## config.mk

```make
export PLATFORM = sky130hd
export DESIGN_NAME = fifo_unpack_flush_flat
export DESIGN_NICKNAME = d
export VERILOG_FILES = /design/src/rtl/fifo_unpack_pkg.sv /design/src/rtl/fifo_unpack_flush_if.sv /design/src/rtl/fifo_unpack_mem.sv /design/src/rtl/fifo_unpack_flush.sv /design/src/flat_wrapper.sv
export SDC_FILE = /design/constraint.sdc
export NUM_CORES = 1
export LEC_CHECK = 0
export CORE_ASPECT_RATIO = 1.25
export CORE_UTILIZATION = 57
export DETAILED_ROUTE_END_ITERATION = 8
export MAX_ROUTING_LAYER = met4
export PLACE_DENSITY = 0.81
export SLEW_MARGIN = 25
export SYNTH_ARGS = -nofsm -noshare
export SYNTH_HDL_FRONTEND = slang
export SYNTH_HIERARCHICAL = 1
export SYNTH_SLANG_ARGS = --single-unit
```

## constraint.sdc

```tcl
create_clock -name clock -period 11.1 [get_ports clock]
set_input_delay 3.33 -clock clock [delete_from_list [all_inputs] [get_ports clock]]
set_output_delay 3.33 -clock clock [all_outputs]
set_load 0.005 [all_outputs]
```

## src/rtl/fifo_unpack_pkg.sv

```systemverilog
// Shared constants, FSM state type and stored-entry layout for the nibble unpacking FIFO.
package fifo_unpack_pkg;

  localparam int NIB_W         = 4;
  localparam int WORD_W        = 32;
  localparam int NIBS_PER_WORD = 8;
  localparam int CNT_W         = 3;

  typedef enum logic [1:0] {
    NORMAL = 2'd0,
    FLUSH  = 2'd1,
    DONE   = 2'd2
  } state_t;

  // nibs holds the valid nibble count minus one
  typedef struct packed {
    logic [CNT_W-1:0]  nibs;
    logic [WORD_W-1:0] data;
  } entry_t;

endpackage

```

## src/rtl/fifo_unpack_flush_if.sv

```systemverilog
// Write/read/flush bundle of the unpacking FIFO; error flags exist only when FIFO_ERR_FLAGS_EN is defined.
interface fifo_unpack_flush_if;
  import fifo_unpack_pkg::*;

  logic                  fifo_wr_valid_i;
  logic [WORD_W-1:0]     fifo_wr_data_i;
  logic [CNT_W-1:0]      fifo_wr_nibs_i;
  logic                  fifo_rd_valid_i;
  logic                  fifo_flush_i;
  logic [NIB_W-1:0]      fifo_rd_data_o;
  logic                  fifo_data_avail_o;
  logic                  fifo_empty_o;
  logic                  fifo_full_o;
  logic                  fifo_flush_done_o;
`ifdef FIFO_ERR_FLAGS_EN
  logic                  fifo_overflow_o;
  logic                  fifo_underflow_o;
`endif

  modport master (
    output fifo_wr_valid_i,
    output fifo_wr_data_i,
    output fifo_wr_nibs_i,
    output fifo_rd_valid_i,
    output fifo_flush_i,
    input  fifo_rd_data_o,
    input  fifo_data_avail_o,
    input  fifo_empty_o,
    input  fifo_full_o,
    input  fifo_flush_done_o
`ifdef FIFO_ERR_FLAGS_EN
    ,
    input  fifo_overflow_o,
    input  fifo_underflow_o
`endif
  );

  modport slave (
    input  fifo_wr_valid_i,
    input  fifo_wr_data_i,
    input  fifo_wr_nibs_i,
    input  fifo_rd_valid_i,
    input  fifo_flush_i,
    output fifo_rd_data_o,
    output fifo_data_avail_o,
    output fifo_empty_o,
    output fifo_full_o,
    output fifo_flush_done_o
`ifdef FIFO_ERR_FLAGS_EN
    ,
    output fifo_overflow_o,
    output fifo_underflow_o
`endif
  );

endinterface

```

## src/rtl/fifo_unpack_mem.sv

```systemverilog
// Word storage: DEPTH entries of data plus nibble count, synchronous write, asynchronous read, no reset.
module fifo_unpack_mem
  import fifo_unpack_pkg::*;
#(
  parameter  int DEPTH = 4,
  localparam int PTR_W = $clog2(DEPTH)
) (
  input  logic             clock,
  input  logic             wr_en,
  input  logic [PTR_W-1:0] wr_addr,
  input  entry_t           wr_entry,
  input  logic [PTR_W-1:0] rd_addr,
  output entry_t           rd_entry
);

  entry_t mem [DEPTH];

  always_ff @(posedge clock) begin
    if (wr_en) mem[wr_addr] <= wr_entry;
  end

  assign rd_entry = mem[rd_addr];

endmodule

```

## src/rtl/fifo_unpack_flush.sv

```systemverilog
// 32-bit to 4-bit unpacking FIFO with per-word nibble count and flush/drain handshake.
// Optional sticky overflow/underflow flags are built when FIFO_ERR_FLAGS_EN is defined.
//
// state  | meaning
// NORMAL | writes and reads accepted
// FLUSH  | writes blocked, draining stored nibbles
// DONE   | drained, flush_done high until flush request drops
module fifo_unpack_flush
  import fifo_unpack_pkg::*;
#(
  parameter  int DEPTH = 4,
  localparam int PTR_W = $clog2(DEPTH)
) (
  input  logic              clock,
  input  logic              reset,
  fifo_unpack_flush_if.slave bus
);

  logic [PTR_W-1:0] wr_ptr;
  logic [PTR_W-1:0] rd_ptr;
  logic [PTR_W:0]   occ;
  logic [PTR_W:0]   occ_next;
  logic [CNT_W-1:0] idx;
  state_t           state;
  logic             done;
  entry_t           head;
  entry_t           wr_entry;
  logic             empty;
  logic             full;
  logic             wr_acc;
  logic             rd_acc;
  logic             pop;

  assign empty  = (occ == '0);
  assign full   = (occ == (PTR_W+1)'(DEPTH));
  assign wr_acc = bus.fifo_wr_valid_i && !full && (state == NORMAL);
  assign rd_acc = bus.fifo_rd_valid_i && !empty;
  assign pop    = rd_acc && (idx == head.nibs);

  assign wr_entry.data = bus.fifo_wr_data_i;
  assign wr_entry.nibs = bus.fifo_wr_nibs_i;

  fifo_unpack_mem #(.DEPTH(DEPTH)) u_mem (
    .clock    (clock),
    .wr_en    (wr_acc),
    .wr_addr  (wr_ptr),
    .wr_entry (wr_entry),
    .rd_addr  (rd_ptr),
    .rd_entry (head)
  );

  always_comb begin
    occ_next = occ;
    case ({wr_acc, pop})
      2'b10:   occ_next = occ + (PTR_W+1)'(1);
      2'b01:   occ_next = occ - (PTR_W+1)'(1);
      default: occ_next = occ;
    endcase
  end

  always_ff @(posedge clock) begin
    if (reset) begin
      wr_ptr <= '0;
      rd_ptr <= '0;
      occ    <= '0;
      idx    <= '0;
      state  <= NORMAL;
      done   <= 1'b0;
    end else begin
      if (wr_acc) wr_ptr <= wr_ptr + PTR_W'(1);
      if (rd_acc) begin
        if (pop) begin
          idx    <= '0;
          rd_ptr <= rd_ptr + PTR_W'(1);
        end else begin
          idx <= idx + CNT_W'(1);
        end
      end
      occ <= occ_next;

      case (state)
        NORMAL: begin
          if (bus.fifo_flush_i) state <= FLUSH;
        end
        // writes are blocked here, so occ_next==0 also covers "already empty"
        FLUSH: begin
          if (occ_next == '0) begin
            state <= DONE;
            done  <= 1'b1;
          end
        end
        DONE: begin
          if (!bus.fifo_flush_i) begin
            state <= NORMAL;
            done  <= 1'b0;
          end
        end
        default: begin
          state <= NORMAL;
          done  <= 1'b0;
        end
      endcase
    end
  end

  assign bus.fifo_rd_data_o    = empty ? '0 : head.data[{idx, 2'b00} +: NIB_W];
  assign bus.fifo_data_avail_o = !empty;
  assign bus.fifo_empty_o      = empty;
  assign bus.fifo_full_o       = full;
  assign bus.fifo_flush_done_o = done;

`ifdef FIFO_ERR_FLAGS_EN
  logic overflow;
  logic underflow;

  always_ff @(posedge clock) begin
    if (reset) begin
      overflow  <= 1'b0;
      underflow <= 1'b0;
    end else begin
      if (bus.fifo_wr_valid_i && !wr_acc) overflow  <= 1'b1;
      if (bus.fifo_rd_valid_i && empty)   underflow <= 1'b1;
    end
  end

  assign bus.fifo_overflow_o  = overflow;
  assign bus.fifo_underflow_o = underflow;
`endif

endmodule

```

## src/flat_wrapper.sv

```systemverilog
// flat-port wrapper written by rule: the top's interface ports become plain ports
module fifo_unpack_flush_flat import fifo_unpack_pkg::*;
#(
  parameter  int DEPTH = 4,
  localparam int PTR_W = $clog2(DEPTH)
)
  (clock, reset, bus_fifo_wr_valid_i, bus_fifo_wr_data_i, bus_fifo_wr_nibs_i, bus_fifo_rd_valid_i, bus_fifo_flush_i, bus_fifo_rd_data_o, bus_fifo_data_avail_o, bus_fifo_empty_o, bus_fifo_full_o, bus_fifo_flush_done_o);
  fifo_unpack_flush_if bus_i ();
  input  logic clock;
  input  logic reset;
  input wire logic [$bits(bus_i.fifo_wr_valid_i)-1:0] bus_fifo_wr_valid_i;
  input wire logic [$bits(bus_i.fifo_wr_data_i)-1:0] bus_fifo_wr_data_i;
  input wire logic [$bits(bus_i.fifo_wr_nibs_i)-1:0] bus_fifo_wr_nibs_i;
  input wire logic [$bits(bus_i.fifo_rd_valid_i)-1:0] bus_fifo_rd_valid_i;
  input wire logic [$bits(bus_i.fifo_flush_i)-1:0] bus_fifo_flush_i;
  output wire logic [$bits(bus_i.fifo_rd_data_o)-1:0] bus_fifo_rd_data_o;
  output wire logic [$bits(bus_i.fifo_data_avail_o)-1:0] bus_fifo_data_avail_o;
  output wire logic [$bits(bus_i.fifo_empty_o)-1:0] bus_fifo_empty_o;
  output wire logic [$bits(bus_i.fifo_full_o)-1:0] bus_fifo_full_o;
  output wire logic [$bits(bus_i.fifo_flush_done_o)-1:0] bus_fifo_flush_done_o;
  assign bus_i.fifo_wr_valid_i = bus_fifo_wr_valid_i;
  assign bus_i.fifo_wr_data_i = bus_fifo_wr_data_i;
  assign bus_i.fifo_wr_nibs_i = bus_fifo_wr_nibs_i;
  assign bus_i.fifo_rd_valid_i = bus_fifo_rd_valid_i;
  assign bus_i.fifo_flush_i = bus_fifo_flush_i;
  assign bus_fifo_rd_data_o = bus_i.fifo_rd_data_o;
  assign bus_fifo_data_avail_o = bus_i.fifo_data_avail_o;
  assign bus_fifo_empty_o = bus_i.fifo_empty_o;
  assign bus_fifo_full_o = bus_i.fifo_full_o;
  assign bus_fifo_flush_done_o = bus_i.fifo_flush_done_o;
  fifo_unpack_flush #(.DEPTH(DEPTH)) u_core (.clock(clock), .reset(reset), .bus(bus_i));
endmodule
```

# Word level (Yosys, flattened, before mapping)
# Memories as Yosys holds them, arrays and structs flattened. A register that Yosys moved wholly into a read port is not among the register bits.
# Index checks and enable logic that the tools add are counted.
[word_totals]
ram_bits = 140
ff_bits = 13
input_bits = 40
n_memories = 1
elab_cells = 49
[op_classes]
n_bitwise = 1
n_reduce_logical = 12
n_addsub = 5
shifts = 1
n_eq_ne = 9
mux = 14
[mem_list]
columns = ["name", "words", "width", "read_ports", "rd_clocked_by_memory_dff", "wr", "line_no", "text"]
rows = [
  ["u_core.u_mem.mem", 4, 35, 1, 1, 1, "fifo_unpack_mem.sv:16", "entry_t mem [DEPTH];"],
]
[ops]
columns = ["op", "count"]
rows = [
  ["32-bit by 6-bit indexed part select with 4-bit output", 1],
  ["2-bit two-way mux", 5],
  ["3-bit by 1-bit adder with 3-bit output (second input constant)", 2],
  ["3-bit logical NOT", 2],
  ["2-bit one-hot mux with 3 select lines", 1],
  ["3-bit one-hot mux with 2 select lines", 1],
  ["3-bit AND reduction", 2],
  ["2-bit by 1-bit adder with 2-bit output (second input constant)", 2],
  ["2-bit by 1-bit == test with 1-bit output (second input constant)", 2],
  ["2-bit == test (second input constant)", 2],
  ["1-bit logical AND", 4],
  ["1-bit two-way mux", 4],
  ["4-bit two-way mux", 1],
  ["2-bit inequality test (second input constant)", 2],
  ["3-bit == test", 1],
  ["3-bit == test (second input constant)", 1],
  ["3-bit two-way mux", 1],
  ["1-bit one-hot mux with 3 select lines", 1],
  ["3-bit by 1-bit subtractor with 3-bit output (second input constant)", 1],
  ["1-bit logical NOT", 2],
  ["2-bit logical NOT", 1],
  ["2-bit by 1-bit inequality test with 1-bit output (second input constant)", 1],
  ["2-bit AND reduction", 1],
  ["1-bit inverter", 1],
]

# Longest topological paths before layout
# Gate-level depths: netlist of run 1.
[logic_depth]
depth_word = 9
ltp_mapped = 12
mapped_depth_nobuf = 10

# Hierarchy
# The synthesis of run 1 kept the hierarchy.
[by_module_without_submodules]
columns = ["mod", "cells_each", "instances", "seq_area_each_um2", "area_per_inst_um2"]
rows = [
  ["fifo_unpack_mem", 187, 1, 4204.0, 5133.7],
  ["fifo_unpack_flush", 100, 1, 260.2, 959.7],
]

# Worst setup path before layout of run 1
# No wires, ideal clock.
[synth_timing]
kind = "input-to-reg"
startpoint = "input port bus_fifo_wr_valid_i"
endpoint = "memory u_core/u_mem/mem[0][0] (netlist bit) (enable)"
cell_stages = 3
required_ns = 10.622
arrival_time_ns = 6.130
setup_slack_ns = 4.492
path_buffers = 0
path_cell_list = "nand3_1 inv_1 nor3b_1"
[synth_between]
elab_chain_cells = 4
[synth_lines]
columns = ["item", "line_no", "text"]
rows = [
  ["start: declaration", "flat_wrapper.sv:11", "input wire logic [$bits(bus_i.fifo_wr_valid_i)-1:0] bus_fifo_wr_valid_i;"],
  ["1-bit logical AND (2 in a row)", "fifo_unpack_flush.sv:36", "assign wr_acc = bus.fifo_wr_valid_i && !full && (state == NORMAL);"],
  ["named net u_core.wr_acc", "fifo_unpack_flush.sv:30", "logic wr_acc;"],
  ["1-bit two-way mux", "fifo_unpack_mem.sv:19", "if (wr_en) mem[wr_addr] <= wr_entry;"],
  ["1-bit two-way mux (implied by the code)", "fifo_unpack_mem.sv:19", ""],
  ["end: declaration", "fifo_unpack_mem.sv:16", ""],
]
# The timed path passes the listed nets, and every way through them passes these cells.

==> metrics.txt, run 1 <==
design area=7280 um^2; iteration count of the initial detailed-routing pass=4; internal power=1.12 mW; largest net degree at the start of global routing=39; met3 routing resource usage after global routing=under 10%; fraction of layout cells with a size suffix above 1=approximately 22%; Critical Path Sink Type=primary output; crit share post-route=between 50% and 60%; Min-Delay Endpoint=u_core/bus.fifo_flush_done_o; Net Count, Synth=330; leftover overflow at the end of global routing=0; largest voltage drop on the vdd net=roughly 0.13 mV; site row count=41; TritonCTS clock tree=yes; H-tree levels=4; CP Data Arrival Time=3.30 ns; switching power share of the total=between 20% and 30%; number of instances in the synthesized netlist=287; count of hold-fix buffers inserted at cts=0; RSZ-0062 raised after global routing=false; CP required=7.77 ns; total power divided by cell area=197 nW/um^2; clock latency on the worst-skew pair=0.41 ns; Total Die Area=11,100 um^2; top-count cell post-synth=edfxtp_1; antenna cells=0; Async S/R FF share, synth=0%; Achievable Freq=0.151 GHz; average via count per standard cell=6.07; CTS-repair resized insts=0; Worst R2R Path Depth=11; Post CTS Setup Buffer Count=0; Yosys top cell area share=just under 70%; sum of internal, switching and leakage power=1.43 mW; worst stage delay on the critical path=0.88 ns; vias in the first global route=3,172; Most Frequent Cell on Critical Path=mux4_2; first-pass GRT wire length=17.4 mm; number of inserted filler cells in the final layout=625; Post-synth EDFFs=140; share of synthesized area occupied by flip-flops and latches=73.3%; pin slew with the least headroom to its limit=0.857 ns; switching power=around 0.31 mW; first element of the critical path=u_core/rd_ptr[1]; vertical extent of the die=about 120 um; antenna-violating nets left=0; hold path startpoint=u_core/bus.fifo_flush_done_o; endpoint of the most critical register-to-register path=u_core/bus.fifo_flush_done_o; HPWL after detailed placement=6.32 mm; I/O Pins=48; Yosys top cell by area=edfxtp_1; Critical Path Fanout Max=19; leakage dissipation=approximately 2.3 nW; Clock transition at path regs=approximately 0.060 ns; global-route met1 utilization=29.0%; DR DRC count=0; share of power burned in registers=48.3%; result of the run=complete, no violations; Fin Clk Skew=0.00436 ns; top post-synthesis cells by count=140 x edfxtp_1, 38 x mux4_2, 13 x dfxtp_1, 13 x nor2_1; Final TNS setup=0 ns; max-slew violations=0; Critical Path Start Type=flip-flop; flop2flop setup slack=7.13 ns; DR WL/cell=22.6 um; Clock Tree Root=clkbuf_16; top cells by area, synth=edfxtp_1 69%, mux4_2 14%, dfxtp_1 4.3%; final standard cell utilization of the core=71.0%; number of cells in the finished layout apart from fillers=488; part of the total power dissipated in combinational logic=9.8%; met2 routing resource usage after global routing=37.9%; number of nets at the end of the flow=389; slowest stage cell on the critical path=dfxtp_1; synthesis-to-finish area growth=19.5%; final hold slack=0.485 ns; post-placement worst setup slack=4.90 ns; effective utilization at floorplan=roughly three fifths; post-synthesis cell area=6090 um^2; number of cells on the worst hold path=2; global routing's busiest layer=met2; mean cell area of the mapped netlist=21.2 um^2; number of flip-flops and latches in the synthesized netlist=153; antenna violations before repair=0; RePlAce Congestion=approximately 0.71; crit-path cells=buf_4 > mux4_2 > mux4_2 > mux2i_1 > nor2_1 > clkdlybuf4s50_1; Core ar.=10,300 um^2; cell class contributing the biggest share of worst-path delay=multiplexers; TritonCTS buffer count=17; origin of the critical flop-to-flop path=u_core/rd_ptr[1]; GRT Resource Usage Total=23.2%; critical path class=flip-flop to primary output; Slew Limit Headroom=42.8%; placed standard-cell area=between 6000 and 7000 um^2; port bufs=47; sum of routed wire length over all layers=11.0 mm; count of warnings emitted by yosys=6; worst-case setup margin in the final layout=4.47 ns; total via count after detailed routing=2,960; Main synth FF type=edfxtp_1; final-report hold violation count=0; clock tree buffer depth=2; iteration-0 DRC count of the detailed router=between 200 and 250; number of library cell types mapped by synthesis=42; proportion of power drawn by the clock network=between 40% and 50%; Cells after DPL=456; type of the worst min-delay path=flip-flop to flip-flop; final critical delay including setup and external delays=approximately 6.6 ns; reported max-cap violation count=0; # setup viols final=0; Clock Sink Count=roughly 150; horizontal die dimension=94.5 um; worst path bufs/invs=2
worst max-delay path by stage:
stage / end / slack (ns) / cells after the start
final: bus_fifo_rd_data_o[1] / 4.47 / 6
after global routing: bus_fifo_rd_data_o[0] / 4.30 / 6
after CTS: bus_fifo_rd_data_o[2] / 4.41 / 6
after detailed placement: bus_fifo_rd_data_o[2] / 4.90 / 6
after global placement: bus_fifo_rd_data_o[2] / 4.92 / 6
after floorplan: u_core/u_mem/mem[0][0] / 4.49 / 3
flip-flops by register name (all words and copies together) (netlist names):
register and count:
u_core/wr_ptr 2, u_core/idx 3, u_core/state 2, u_core/occ 3, u_core/u_mem/mem 140, u_core/bus.fifo_flush_done_o 1
u_core/rd_ptr 2
cell usage in the layout, fill, tap and decap left out, types with 2 or more instances in the layout:
| cell type | netlist | final |
|---|---|---|
| mux4_2 | 38 | 38 |
| mux2i_1 | 4 | 4 |
| nor2_1 | 13 | 13 |
| dfxtp_1 | 13 | 12 |
| inv_1 | 7 | 7 |
| mux4_1 | 5 | 5 |
| o21ai_0 | 2 | 2 |
| a21oi_1 | 6 | 6 |
| nand2b_1 | 2 | 2 |
| edfxtp_1 | 140 | 140 |
| and3b_1 | 2 | 2 |
| bufinv_16 | 0 | 4 |
| ha_1 | 2 | 2 |
| clkinv_1 | 0 | 2 |
| nand3_1 | 2 | 2 |
| buf_4 | 1 | 6 |
| clkbuf_16 | 0 | 17 |
| nand2_1 | 7 | 7 |
| nor2b_1 | 3 | 3 |
| clkinv_4 | 0 | 6 |
| nor3_1 | 2 | 2 |
| xor2_1 | 6 | 6 |
| or3_1 | 2 | 2 |
| clkdlybuf4s50_1 | 0 | 47 |
cell type report:
class,count,area [um^2],share of cell area (%)
tap,129,161,2.22
timing repair buffer,53,515,7.08
clock inverter,15,201,2.77
inverter,7,26.3,0.361
sequential,153,4470,61.3
multi-input combinational,114,1480,20.4
clock buffer,17,425,5.84
cell families after synthesis:
family          Yosys count  share of synthesized area (%)
compound gates           16                           1.75
fa+ha+maj                 3                          0.739
simple gates             41                           3.92
buf+inv                  20                           2.46
xor+xnor                  7                           1.01
mux                      47                           16.9
flops                   153                           73.3
power by group through the flow:
stage | clock, mW | sequential, mW | combinational [mW]
global placement | 0 | 0.701 | 0.137
CTS | 0.610 | 0.693 | 0.143
floorplan | 0 | 0.696 | 0.0900
detailed placement | 0 | 0.704 | 0.141
finish | 0.601 | 0.693 | 0.140
global route | 0.637 | 0.696 | 0.153
per-layer routing:
metal | vias up | share of wire [%] | wire length, um
met3 | 11 | 4.5 | 495
met5 | - | 0 | 0
met4 | 0 | 1.3 | 140
met2 | 90 | 55 | 6070
li1 | 1308 | - | -
met1 | 1551 | 39 | 4340
tightest hold or removal path, stage by stage (launching register included):
cell and delay (ns):
dfxtp_1 0.31, nand2_1 0.05, o22ai_1 0.07
No activity file was read; power rests on OpenSTA's default activity.
==> run 2, diff against run 1 <==
Settings changed: CORE_UTILIZATION 57 to 52, PLACE_DENSITY 0.81 to 0.78.
Clock period 11.1 ns to 5.7 ns, I/O delays scaled along.
==> run 2 against run 1 <==
  * Clock-buffer cell count grew 2
  * Largest cell class unchanged
  * Critical endpoint is now bus_fifo_rd_data_o[0]
  * Hold slack gained 0.0023 ns
  * Via count shrank 1.3%
  * Total power grew 79%
  * Clock skew grew 0.0098 ns
==> metrics.txt, run 2 (synthesis results as in run 1) <==
GRT Resource Usage Total=20.1% (-3.1 points); Fin Clk Skew=0.0141 ns (+0.00977 ns); design area=7190 um^2 (-1.3%); RePlAce Congestion=0.703 (-0.97%); worst stage delay on the critical path=0.76 ns (-0.12 ns); antenna-violating nets left=0 (unchanged); RSZ-0062 raised after global routing=false; Clock transition at path regs=0.06 ns (about the same); Critical Path Fanout Max=20 (+1); critical path class=flip-flop to primary output; number of flip-flops under the largest register name=140 (unchanged); cell class contributing the biggest share of worst-path delay=multiplexers; clock tree buffer depth=2 (unchanged); Post CTS Setup Buffer Count=0 (unchanged); count of hold-fix buffers inserted at cts=0 (unchanged); slowest stage cell on the critical path=dfxtp_2; number of cells in the finished layout apart from fillers=495 (+1.4%); Critical Path Start Type=flip-flop; DR WL/cell=21.4 um (-5.3%); vertical extent of the die=123 um (+4.6%); TritonCTS clock tree=yes; Top Registers=u_core/u_mem/mem (140), u_core/idx (3), u_core/occ (3); I/O Pins=48 (unchanged); largest net degree at the start of global routing=36 (-7.7%); total via count after detailed routing=2,921 (-1.3%); number of inserted filler cells in the final layout=750 (+20%); iteration count of the initial detailed-routing pass=4 (unchanged); largest voltage drop on the vdd net=0.220 mV (+63%); CTS-repair resized insts=0 (unchanged); CP required=3.99 ns (-3.78 ns); final hold slack=0.487 ns (+0.00230 ns); commonest non-fill, non-tap cells in the layout=140 x edfxtp_1, 47 x clkdlybuf4s50_1, 38 x mux4_2, 17 x clkbuf_16, 13 x nor2_1; most frequent standard cell in the layout excluding fill and tap cells=edfxtp_1; result of the run=complete, no violations; Total Die Area=12,200 um^2 (+9.4%); final standard cell utilization of the core=63.9% (-7.0 points); TritonCTS buffer count=17 (unchanged); register name with the most flops=u_core/u_mem/mem; type of the worst min-delay path=flip-flop to flip-flop; reported max-cap violation count=0 (unchanged); final-report hold violation count=0 (unchanged); # setup viols final=0 (unchanged); horizontal die dimension=98.8 um (+4.6%); fraction of layout cells with a size suffix above 1=21.7% (-0.34 points); leftover overflow at the end of global routing=0 (unchanged); port bufs=47 (unchanged); antenna cells=0 (unchanged); sum of routed wire length over all layers=10.6 mm (-3.9%); HPWL after detailed placement=6.10 mm (-3.4%); Cells after DPL=465 (+2.0%); worst path bufs/invs=2 (unchanged); Clock Tree Root=clkbuf_16; leakage dissipation=2.29 nW (-1.9%); Slew Limit Headroom=44.0% (+1.2 points); pin slew with the least headroom to its limit=0.839 ns (-0.0174 ns); flip-flop and latch area=4470 um^2 (unchanged); first-pass GRT wire length=16.8 mm (-3.9%); vias in the first global route=3,086 (-2.7%); Final TNS setup=0 ns (unchanged); H-tree levels=4 (unchanged); placed standard-cell area=6700 um^2 (+0.64%); Core ar.=11,200 um^2 (+9.6%); total power divided by cell area=357 nW/um^2 (+81%); max-slew violations=0 (unchanged); crit share post-route=a little under nine tenths; number of nets at the end of the flow=392 (+0.77%); antenna violations before repair=0 (unchanged); crit-path cells=buf_4 > mux4_1 > mux4_2 > mux2i_1 > nor2_1 > clkdlybuf4s50_1; iteration-0 DRC count of the detailed router=146 (-40%); final critical delay including setup and external delays=4.89 ns; effective utilization at floorplan=54.2% (-5.2 points); site row count=43 (+4.9%); clock latency on the worst-skew pair=0.41 ns (about the same); CP Data Arrival Time=3.18 ns (-0.12 ns); multi-input gate area in the final layout=1480 um^2 (unchanged); average via count per standard cell=5.90 (-2.7%); synthesis-to-finish area growth=18.0%; Achievable Freq=just over 0.2 GHz; Clock Sink Count=153 (unchanged); DR DRC count=0 (unchanged); Critical Path Sink Type=primary output
run 2: final timing paths:
kind,slack (ns),start,cells past startpoint,to
worst max register to register,1.88,u_core/rd_ptr[0],11,u_core/bus.fifo_flush_done_o
worst min-delay path,0.49,u_core/bus.fifo_flush_done_o,2,u_core/bus.fifo_flush_done_o
worst min register to register,0.49,u_core/bus.fifo_flush_done_o,2,u_core/bus.fifo_flush_done_o
worst max-delay path,0.81,u_core/rd_ptr[0],6,bus_fifo_rd_data_o[0]
run 2: area by class of cell:
type / count / area share (%)
well taps: 135 / 2.35
clock inverters: 11 / 0.836
repair buffers: 56 / 7.66
inverters: 7 / 0.366
clock buffers: 19 / 6.02
flip-flops and latches: 153 / 62.1
multi-input cells: 114 / 20.6
run 2: metal layers:
| metal | global-route usage, % | vias up | wire [um] |
|---|---|---|---|
| met5 | - | - | 0 |
| met4 | 6.62 | 0 | 98 |
| met3 | 5.77 | 8 | 533 |
| met2 | 34.1 | 94 | 5760 |
| met1 | 23.2 | 1510 | 4210 |
| li1 | - | 1309 | - |
run 2: per-stage QoR:
stage                     setup WS [ns]  power, mW
after floorplan                   0.712       1.53
after global placement             1.20       1.64
after global routing              0.628       2.66
after CTS                         0.749       2.59
after detailed placement           1.20       1.65
final                             0.806       2.56
run 2: worst reg2reg max path, cell delays in order, from the launching register on:
cell and delay (ns):
dfxtp_2 0.76, buf_12 0.26, mux4_2 0.54, xor2_1 0.20, nor4_4 0.41, ha_1 0.25
inv_1 0.06, fa_1 0.38, xor2_1 0.31, nor3_1 0.11, a211o_1 0.30, o22ai_1 0.16
run 2: report_power, final:
part	switching (mW)	internal (mW)
logic	0.130	0.143
registers	0.0387	1.31
clock network	0.399	0.541
total	0.567	2.00
